==> src/rtl/xps2_rxfifo.sv <==
// -----------------------------------------------------------------------------
// xps2_rxfifo
// Memory-mapped PS/2 receiver. Frames arriving on PS2_CLK/PS2_DATA are
// deserialised, checked (odd parity, stop bit, inter-edge timeout) and pushed
// into a byte FIFO of depth 2**FIFO_AW. Errors latch into sticky flags. An
// interrupt is raised while the receiver is enabled and the FIFO holds data.
//
// Ports
//   clk       system clock
//   rst       synchronous active-high reset
//   PS2_CLK   PS/2 clock line (asynchronous)
//   PS2_DATA  PS/2 data line (asynchronous)
//   sel       bus select from the address decoder
//   we        1 = write, 0 = read
//   addr      register offset: 0 DATA, 1 STATUS, 2 CTRL, 3 reserved
//   data_in   bus write data
//   data_out  bus read data, combinational from addr
//   irq       enable & ~empty
//
// Register map
//   DATA   (R)  {0, head byte}; a read pops the head (no pop when empty)
//   STATUS (R)  bit0 ~empty, bit1 full, bit2 OVF, bit3 PERR, bit4 FERR,
//               bits[8 +: FIFO_AW+1] count
//   STATUS (W)  write 1 to bits [4:2] to clear OVF/PERR/FERR
//   CTRL   (RW) bit0 enable; bit1 flush (write-1, self-clearing, reads 0)
// -----------------------------------------------------------------------------
module xps2_rxfifo #(
    parameter int DATA_W      = 32,
    parameter int FIFO_AW     = 3,
    parameter int SYNC_STAGES = 2,
    parameter int TIMEOUT_CYC = 100000
) (
    input  logic              clk,
    input  logic              rst,
    input  logic              PS2_CLK,
    input  logic              PS2_DATA,
    input  logic              sel,
    input  logic              we,
    input  logic [1:0]        addr,
    input  logic [DATA_W-1:0] data_in,
    output logic [DATA_W-1:0] data_out,
    output logic              irq
);

    localparam int DEPTH = 2 ** FIFO_AW;
    localparam int CW    = FIFO_AW + 1;
    localparam int TO_W  = $clog2(TIMEOUT_CYC + 1);

    typedef enum logic [1:0] {
        S_IDLE = 2'd0,
        S_RECV = 2'd1,
        S_DONE = 2'd2
    } state_t;

    // ------------------------------------------------------------------
    // Input synchronisers. Reset to 1 (the idle level of both lines) so a
    // reset never manufactures a falling edge.
    // ------------------------------------------------------------------
    logic [SYNC_STAGES-1:0] r_clk_sync;
    logic [SYNC_STAGES-1:0] r_dat_sync;
    logic                   r_clk_prev;

    generate
        for (genvar gi = 0; gi < SYNC_STAGES; gi++) begin : g_sync
            if (gi == 0) begin : g_first
                always_ff @(posedge clk) begin
                    if (rst) begin
                        r_clk_sync[gi] <= 1'b1;
                        r_dat_sync[gi] <= 1'b1;
                    end else begin
                        r_clk_sync[gi] <= PS2_CLK;
                        r_dat_sync[gi] <= PS2_DATA;
                    end
                end
            end else begin : g_rest
                always_ff @(posedge clk) begin
                    if (rst) begin
                        r_clk_sync[gi] <= 1'b1;
                        r_dat_sync[gi] <= 1'b1;
                    end else begin
                        r_clk_sync[gi] <= r_clk_sync[gi-1];
                        r_dat_sync[gi] <= r_dat_sync[gi-1];
                    end
                end
            end
        end
    endgenerate

    always_ff @(posedge clk) begin
        if (rst) r_clk_prev <= 1'b1;
        else     r_clk_prev <= r_clk_sync[SYNC_STAGES-1];
    end

    logic w_fall;
    logic w_bit;
    assign w_fall = r_clk_prev & ~r_clk_sync[SYNC_STAGES-1];
    assign w_bit  = r_dat_sync[SYNC_STAGES-1];

    // ------------------------------------------------------------------
    // Frame receiver. The shift register collects bits 1..10 LSB first, so
    // once complete [7:0] is the byte, [8] parity and [9] stop.
    // ------------------------------------------------------------------
    state_t          r_state;
    logic [3:0]      r_bitcnt;
    logic [9:0]      r_shift;
    logic [TO_W-1:0] r_to_cnt;

    // A fall in the same cycle as the terminal count keeps the frame alive.
    logic w_timeout;
    assign w_timeout = (r_state == S_RECV) && !w_fall &&
                       (r_to_cnt == TO_W'(TIMEOUT_CYC - 1));

    always_ff @(posedge clk) begin
        if (rst) begin
            r_state  <= S_IDLE;
            r_bitcnt <= 4'd0;
            r_shift  <= 10'd0;
            r_to_cnt <= '0;
        end else begin
            case (r_state)
                S_IDLE: begin
                    r_to_cnt <= '0;
                    if (w_fall && !w_bit) begin
                        r_state  <= S_RECV;
                        r_bitcnt <= 4'd1;
                    end
                end
                S_RECV: begin
                    if (w_fall) begin
                        r_to_cnt <= '0;
                        r_shift  <= {w_bit, r_shift[9:1]};
                        r_bitcnt <= r_bitcnt + 4'd1;
                        if (r_bitcnt == 4'd10) r_state <= S_DONE;
                    end else if (w_timeout) begin
                        r_to_cnt <= '0;
                        r_state  <= S_IDLE;
                    end else begin
                        r_to_cnt <= r_to_cnt + 1'b1;
                    end
                end
                default: begin
                    // DONE lasts one cycle; checks and the push are decoded
                    // combinationally from the completed shift register.
                    r_to_cnt <= '0;
                    r_state  <= S_IDLE;
                end
            endcase
        end
    end

    logic w_done;
    logic w_stop_err;
    logic w_par_err;
    logic w_frame_ok;
    assign w_done     = (r_state == S_DONE);
    assign w_stop_err = w_done && !r_shift[9];
    assign w_par_err  = w_done && r_shift[9] && !(^r_shift[8:0]);
    assign w_frame_ok = w_done && r_shift[9] && (^r_shift[8:0]);

    // ------------------------------------------------------------------
    // Bus decode
    // ------------------------------------------------------------------
    logic w_rd_data;
    logic w_wr_status;
    logic w_wr_ctrl;
    logic w_flush;
    assign w_rd_data   = sel && !we && (addr == 2'd0);
    assign w_wr_status = sel &&  we && (addr == 2'd1);
    assign w_wr_ctrl   = sel &&  we && (addr == 2'd2);
    assign w_flush     = w_wr_ctrl && data_in[1];

    // ------------------------------------------------------------------
    // FIFO
    // ------------------------------------------------------------------
    logic [7:0]         r_mem [DEPTH];
    logic [FIFO_AW-1:0] r_wr_ptr;
    logic [FIFO_AW-1:0] r_rd_ptr;
    logic [CW-1:0]      r_count;
    logic               r_enable;

    logic w_empty;
    logic w_full;
    logic w_pop;
    logic w_push_req;
    logic w_push;
    logic w_ovf_set;

    assign w_empty    = (r_count == '0);
    assign w_full     = (r_count == CW'(DEPTH));
    assign w_pop      = w_rd_data && !w_empty && !w_flush;
    assign w_push_req = w_frame_ok && r_enable;
    // A full FIFO still accepts a push when the head leaves on the same edge.
    assign w_push     = w_push_req && (!w_full || w_pop) && !w_flush;
    assign w_ovf_set  = w_push_req && w_full && !w_pop && !w_flush;

    always_ff @(posedge clk) begin
        if (w_push) r_mem[r_wr_ptr] <= r_shift[7:0];
    end

    always_ff @(posedge clk) begin
        if (rst || w_flush) begin
            r_wr_ptr <= '0;
            r_rd_ptr <= '0;
            r_count  <= '0;
        end else begin
            if (w_push) r_wr_ptr <= r_wr_ptr + 1'b1;
            if (w_pop)  r_rd_ptr <= r_rd_ptr + 1'b1;
            case ({w_push, w_pop})
                2'b10:   r_count <= r_count + 1'b1;
                2'b01:   r_count <= r_count - 1'b1;
                default: r_count <= r_count;
            endcase
        end
    end

    // ------------------------------------------------------------------
    // Control and sticky flags (a set beats a clear in the same cycle)
    // ------------------------------------------------------------------
    logic r_ovf;
    logic r_perr;
    logic r_ferr;
    logic [2:0] w_clr;
    assign w_clr = w_wr_status ? data_in[4:2] : 3'b000;

    always_ff @(posedge clk) begin
        if (rst) begin
            r_enable <= 1'b1;
            r_ovf    <= 1'b0;
            r_perr   <= 1'b0;
            r_ferr   <= 1'b0;
        end else begin
            if (w_wr_ctrl) r_enable <= data_in[0];
            r_ovf  <= (r_ovf  && !w_clr[0]) || w_ovf_set;
            r_perr <= (r_perr && !w_clr[1]) || w_par_err;
            r_ferr <= (r_ferr && !w_clr[2]) || w_stop_err || w_timeout;
        end
    end

    // ------------------------------------------------------------------
    // Read mux and interrupt
    // ------------------------------------------------------------------
    always_comb begin
        data_out = '0;
        case (addr)
            2'd0: begin
                if (!w_empty) data_out[7:0] = r_mem[r_rd_ptr];
            end
            2'd1: begin
                data_out[0]       = !w_empty;
                data_out[1]       = w_full;
                data_out[2]       = r_ovf;
                data_out[3]       = r_perr;
                data_out[4]       = r_ferr;
                data_out[8 +: CW] = r_count;
            end
            2'd2: data_out[0] = r_enable;
            default: data_out = '0;
        endcase
    end

    assign irq = r_enable && !w_empty;

    logic w_unused_bits;
    assign w_unused_bits = ^data_in[DATA_W-1:5];

endmodule
==> config.mk <==
export PLATFORM = sky130hd
export DESIGN_NAME = xps2_rxfifo
export DESIGN_NICKNAME = d
export VERILOG_FILES = /design/src/rtl/xps2_rxfifo.sv
export SDC_FILE = /design/constraint.sdc
export NUM_CORES = 1
export LEC_CHECK = 0
export ABC_AREA = 1
export BUFFER_PORTS_ARGS = -buffer_cell sky130_fd_sc_hd__buf_2
export CAP_MARGIN = 25
export CORE_MARGIN = 5
export CORE_UTILIZATION = 25
export DETAILED_ROUTE_END_ITERATION = 10
export GPL_ROUTABILITY_DRIVEN = 0
export SLEW_MARGIN = 0
export SYNTH_ARGS = -nofsm -noshare
export SYNTH_HDL_FRONTEND = slang
export SYNTH_SLANG_ARGS = --single-unit
==> constraint.sdc <==
create_clock -name clk -period 6.1 [get_ports clk]
set_input_delay 0.305 -clock clk [delete_from_list [all_inputs] [get_ports clk]]
set_output_delay 0.305 -clock clk [all_outputs]
set_load 0.01 [all_outputs]
==> summary.txt <==
Status
  • Result of the run: finished clean

Synth
  • Gate count of the mapped netlist: 573
  • Number of enable-type register cells in the synthesized netlist: 64
  • Mapped cell area: 5360 µm²
  • Share of the yosys chip area belonging to registers: 56.4%
  • Synthesis Warnings: 0
  • Most used flip-flop cell after synthesis: sky130_fd_sc_hd__edfxtp_1
  • Synth async-reset ratio: 0%
  • Synthesized area divided by synthesized cell count: 9.35 µm²
  • Count of different cell masters after synthesis: 44
  • Flip-flop and latch count after synthesis: 119

Worst setup path
  • Critical path type: register to primary output
  • Crit Path Max Fanout: 17
  • CP arrival: 2.58 ns
  • Kind of end point of the critical path: primary output
  • Critical path launch point type: register
  • Worst endpoint required time: 5.79 ns

Timing
  • Number of failing setup endpoints in the final timing report: 0
  • Total Negative Setup Slacks: 0 ns
  • Post-route minimum period: 2.88 ns
  • Maximum clock rate: 347 MHz
  • Final Hold Viols: 0
  • Post-route setup slack: 3.22 ns
  • Worst-Margin Slew: 0.854 ns
  • Final Hold Slack: 0.0821 ns
  • Max-slew headroom: 42.9%
  • Unrepaired setup endpoints after global routing: no
  • Pins over their slew limit: 0
  • Period utilisation layout: 47.3%
  • Worst clock skew on the final layout: 0.0140 ns

Detailed routing
  • Routed length per placed instance: 12.2 µm
  • Antenna viol nets, final: 0
  • Routed Wire Length: 10,900 µm
  • Routed via count: 3,755
  • 1st-iter DRT viols: 263
  • Number of search-and-repair iterations in the first detailed-routing pass: 4
  • DRC errors left: 0
  • Via density: 4.21

Clocking
  • Total clock buffers created by CTS: 17
  • Clock tree from TritonCTS: yes
  • Buffer count from post-CTS setup fixing: 0
  • Hold buffer count at CTS: 0
  • Clock latency reported for the late side of the worst-skew pair: 0.41 ns
  • Number of instances resized during post-cts repair: 0
  • H-tree Lvls: 4
  • TritonCTS sink count: 119
  • Root Buffer Master: sky130_fd_sc_hd__clkbuf_16
  • Buffer levels on the longest clock path: 2
  • Clock transition time at the flip-flop clock pins of the worst setup and hold paths: 0.05 ns

Cells and area
  • Fraction of layout cells with a size suffix above 1: 15.2%
  • Area growth from synthesis to layout: 16.2%
  • Net count reported at finish: 653
  • Non-filler cells, final: 892
  • Antenna cell count: 0
  • Post-route cell area: 6220 µm²

Global routing
  • Via count of the first global-routing pass: 3,558
  • Maximum number of pins on one net before global-route repair: 34
  • Antenna violations before repair: 0
  • GRT Overall Usage: 9.28%
  • Wire length of the first global-routing pass: 17,900 µm
  • Global route overflow: 0

Die
  • I/O pin count: 73
  • Site Rows: 53
  • Chip Width: 156 µm
  • Vertical die dimension: 156 µm
  • Initial cell density of the core: 25.4%
  • Placeable core area: 21,100 µm²
  • Full die area: 24,500 µm²

Placement
  • Post-place instance area: 5700 µm²
  • Placed instance count: 861
  • HPWL after detailed placement: 7390 µm
  • Pre-CTS setup slack: 3.55 ns
  • Port bufs: 25

Power
  • Leakage component of the power: 2.22 nW
  • Highest ir drop seen on vdd: 0.146 mV
  • Power density over cell area: 280 nW/µm²

Worst hold path
  • Path category of the worst min-delay check: primary input to register

Run
  • Count of maximum capacitance violations: 0
[critical path, stage by stage, from the launching register on]
cell and delay, ns:
sky130_fd_sc_hd__dfxtp_1 0.76, sky130_fd_sc_hd__inv_1 0.49, sky130_fd_sc_hd__nand3_1 0.20, sky130_fd_sc_hd__a21oi_1 0.08
sky130_fd_sc_hd__nor3_1 0.27, sky130_fd_sc_hd__o21ai_1 0.12, sky130_fd_sc_hd__o31ai_1 0.08, sky130_fd_sc_hd__buf_2 0.17
[worst paths after layout]
kind | from | endpoint | slack [ns] | cells after the start
worst min-delay path | PS2_CLK | r_clk_sync[0]$_SDFF_PP1_ | 0.08 | 2
worst min register to register | r_dat_sync[0]$_SDFF_PP1_ | w_bit$_SDFF_PP1_ | 0.41 | 1
worst max register to register | r_shift[3]$_SDFFE_PP0P_ | r_mem[4][6]$_DFFE_PP_ | 3.57 | 10
worst max-delay path | register | data_out[0] | 3.22 | 7
[cell usage after synthesis, types with 2 or more instances]
master	number	area share (%)
sky130_fd_sc_hd__or2_2	4	0.47
sky130_fd_sc_hd__nand2_1	87	6.1
sky130_fd_sc_hd__xor2_1	9	1.5
sky130_fd_sc_hd__xnor2_1	3	0.49
sky130_fd_sc_hd__o21a_1	2	0.28
sky130_fd_sc_hd__and3_1	2	0.23
sky130_fd_sc_hd__nand3_1	24	2.2
sky130_fd_sc_hd__o21ai_1	6	0.56
sky130_fd_sc_hd__nor2_2	7	0.82
sky130_fd_sc_hd__clkbuf_1	10	0.70
sky130_fd_sc_hd__dfxtp_1	55	21
sky130_fd_sc_hd__inv_2	10	0.70
sky130_fd_sc_hd__nor3_2	3	0.56
sky130_fd_sc_hd__nand3b_1	2	0.28
sky130_fd_sc_hd__nor3_1	10	0.93
sky130_fd_sc_hd__ha_1	8	1.9
sky130_fd_sc_hd__nor2_4	6	1.3
sky130_fd_sc_hd__nand4_1	6	0.70
sky130_fd_sc_hd__edfxtp_1	64	36
sky130_fd_sc_hd__a31oi_1	4	0.47
sky130_fd_sc_hd__nand2_2	6	0.70
sky130_fd_sc_hd__clkinv_1	2	0.14
sky130_fd_sc_hd__inv_1	48	3.4
sky130_fd_sc_hd__buf_4	20	2.8
sky130_fd_sc_hd__o21ai_0	42	3.9
sky130_fd_sc_hd__o22ai_1	4	0.47
sky130_fd_sc_hd__nor2_1	78	5.5
sky130_fd_sc_hd__a21oi_1	28	2.6
sky130_fd_sc_hd__o221ai_1	8	1.3
[kinds of logic (layout without fill, tap and decap cells)]
group	count (synthesis)	count (layout)	synth area share [%]
AO/OA/AOI/OAI	97	97	10.1
buffers and inverters	92	117	8.01
XOR/XNOR	12	12	1.96
flip-flops	119	119	56.4
AND/OR/NAND/NOR	244	244	21.6
adder cells (fa/ha/maj)	8	8	1.87
other	1	20	0.0700
[report_power, final]
group	switching, mW	internal, mW
registers	0.00106	0.839
clock network	0.329	0.549
logic	0.0183	0.00712
[sequential cells by signal, indices dropped and copies added, names as in the netlist, 2 cells and up, named ones only]
| name | count |
|---|---|
| r_bitcnt | 4 |
| r_clk_sync | 2 |
| r_count | 4 |
| r_mem | 64 |
| r_rd_ptr | 3 |
| r_shift | 10 |
| r_state | 2 |
| r_to_cnt | 17 |
| r_wr_ptr | 3 |
[area by class of cell]
| cell class | count | area, µm² |
|---|---|---|
| clock inverters | 11 | 85.1 |
| well taps | 275 | 344 |
| fillers | 2188 | 14900 |
| flip-flops and latches | 119 | 3020 |
| clock buffers | 20 | 437 |
| repair buffers | 26 | 133 |
| inverters | 60 | 225 |
| multi-input cells | 381 | 1980 |
[cell usage in the layout, fill, tap and decap left out, types with 17 or more instances in the layout]
cell                        count
sky130_fd_sc_hd__nand3_1       24
sky130_fd_sc_hd__clkbuf_16     17
sky130_fd_sc_hd__nand2_1       87
sky130_fd_sc_hd__conb_1        20
sky130_fd_sc_hd__o21ai_0       42
sky130_fd_sc_hd__buf_2         25
sky130_fd_sc_hd__a21oi_1       28
sky130_fd_sc_hd__inv_1         48
sky130_fd_sc_hd__dfxtp_1       55
sky130_fd_sc_hd__edfxtp_1      64
sky130_fd_sc_hd__nor2_1        78
[layer usage]
metal | vias up | global-route usage (%) | part of all wire, %
met2 | 69 | 14.2 | 44
met1 | 1721 | 12.5 | 50
met3 | 10 | 2.57 | 4.3
met4 | 0 | 3.68 | 1.4
li1 | 1955 | - | -
met5 | - | 0 | 0
[metrics by stage]
| stage | power [mW] | util [%] |
|---|---|---|
| 2_1_floorplan | 0.882 | - |
| 3_3_place_gp | 0.882 | 27.0 |
| 3_5_place_dp | 0.882 | 27.0 |
| 4_1_cts | 1.76 | 29.5 |
| 5_1_grt | 1.80 | 29.5 |
| 6_report | 1.74 | 29.5 |
(Power assumes the default switching activity.)
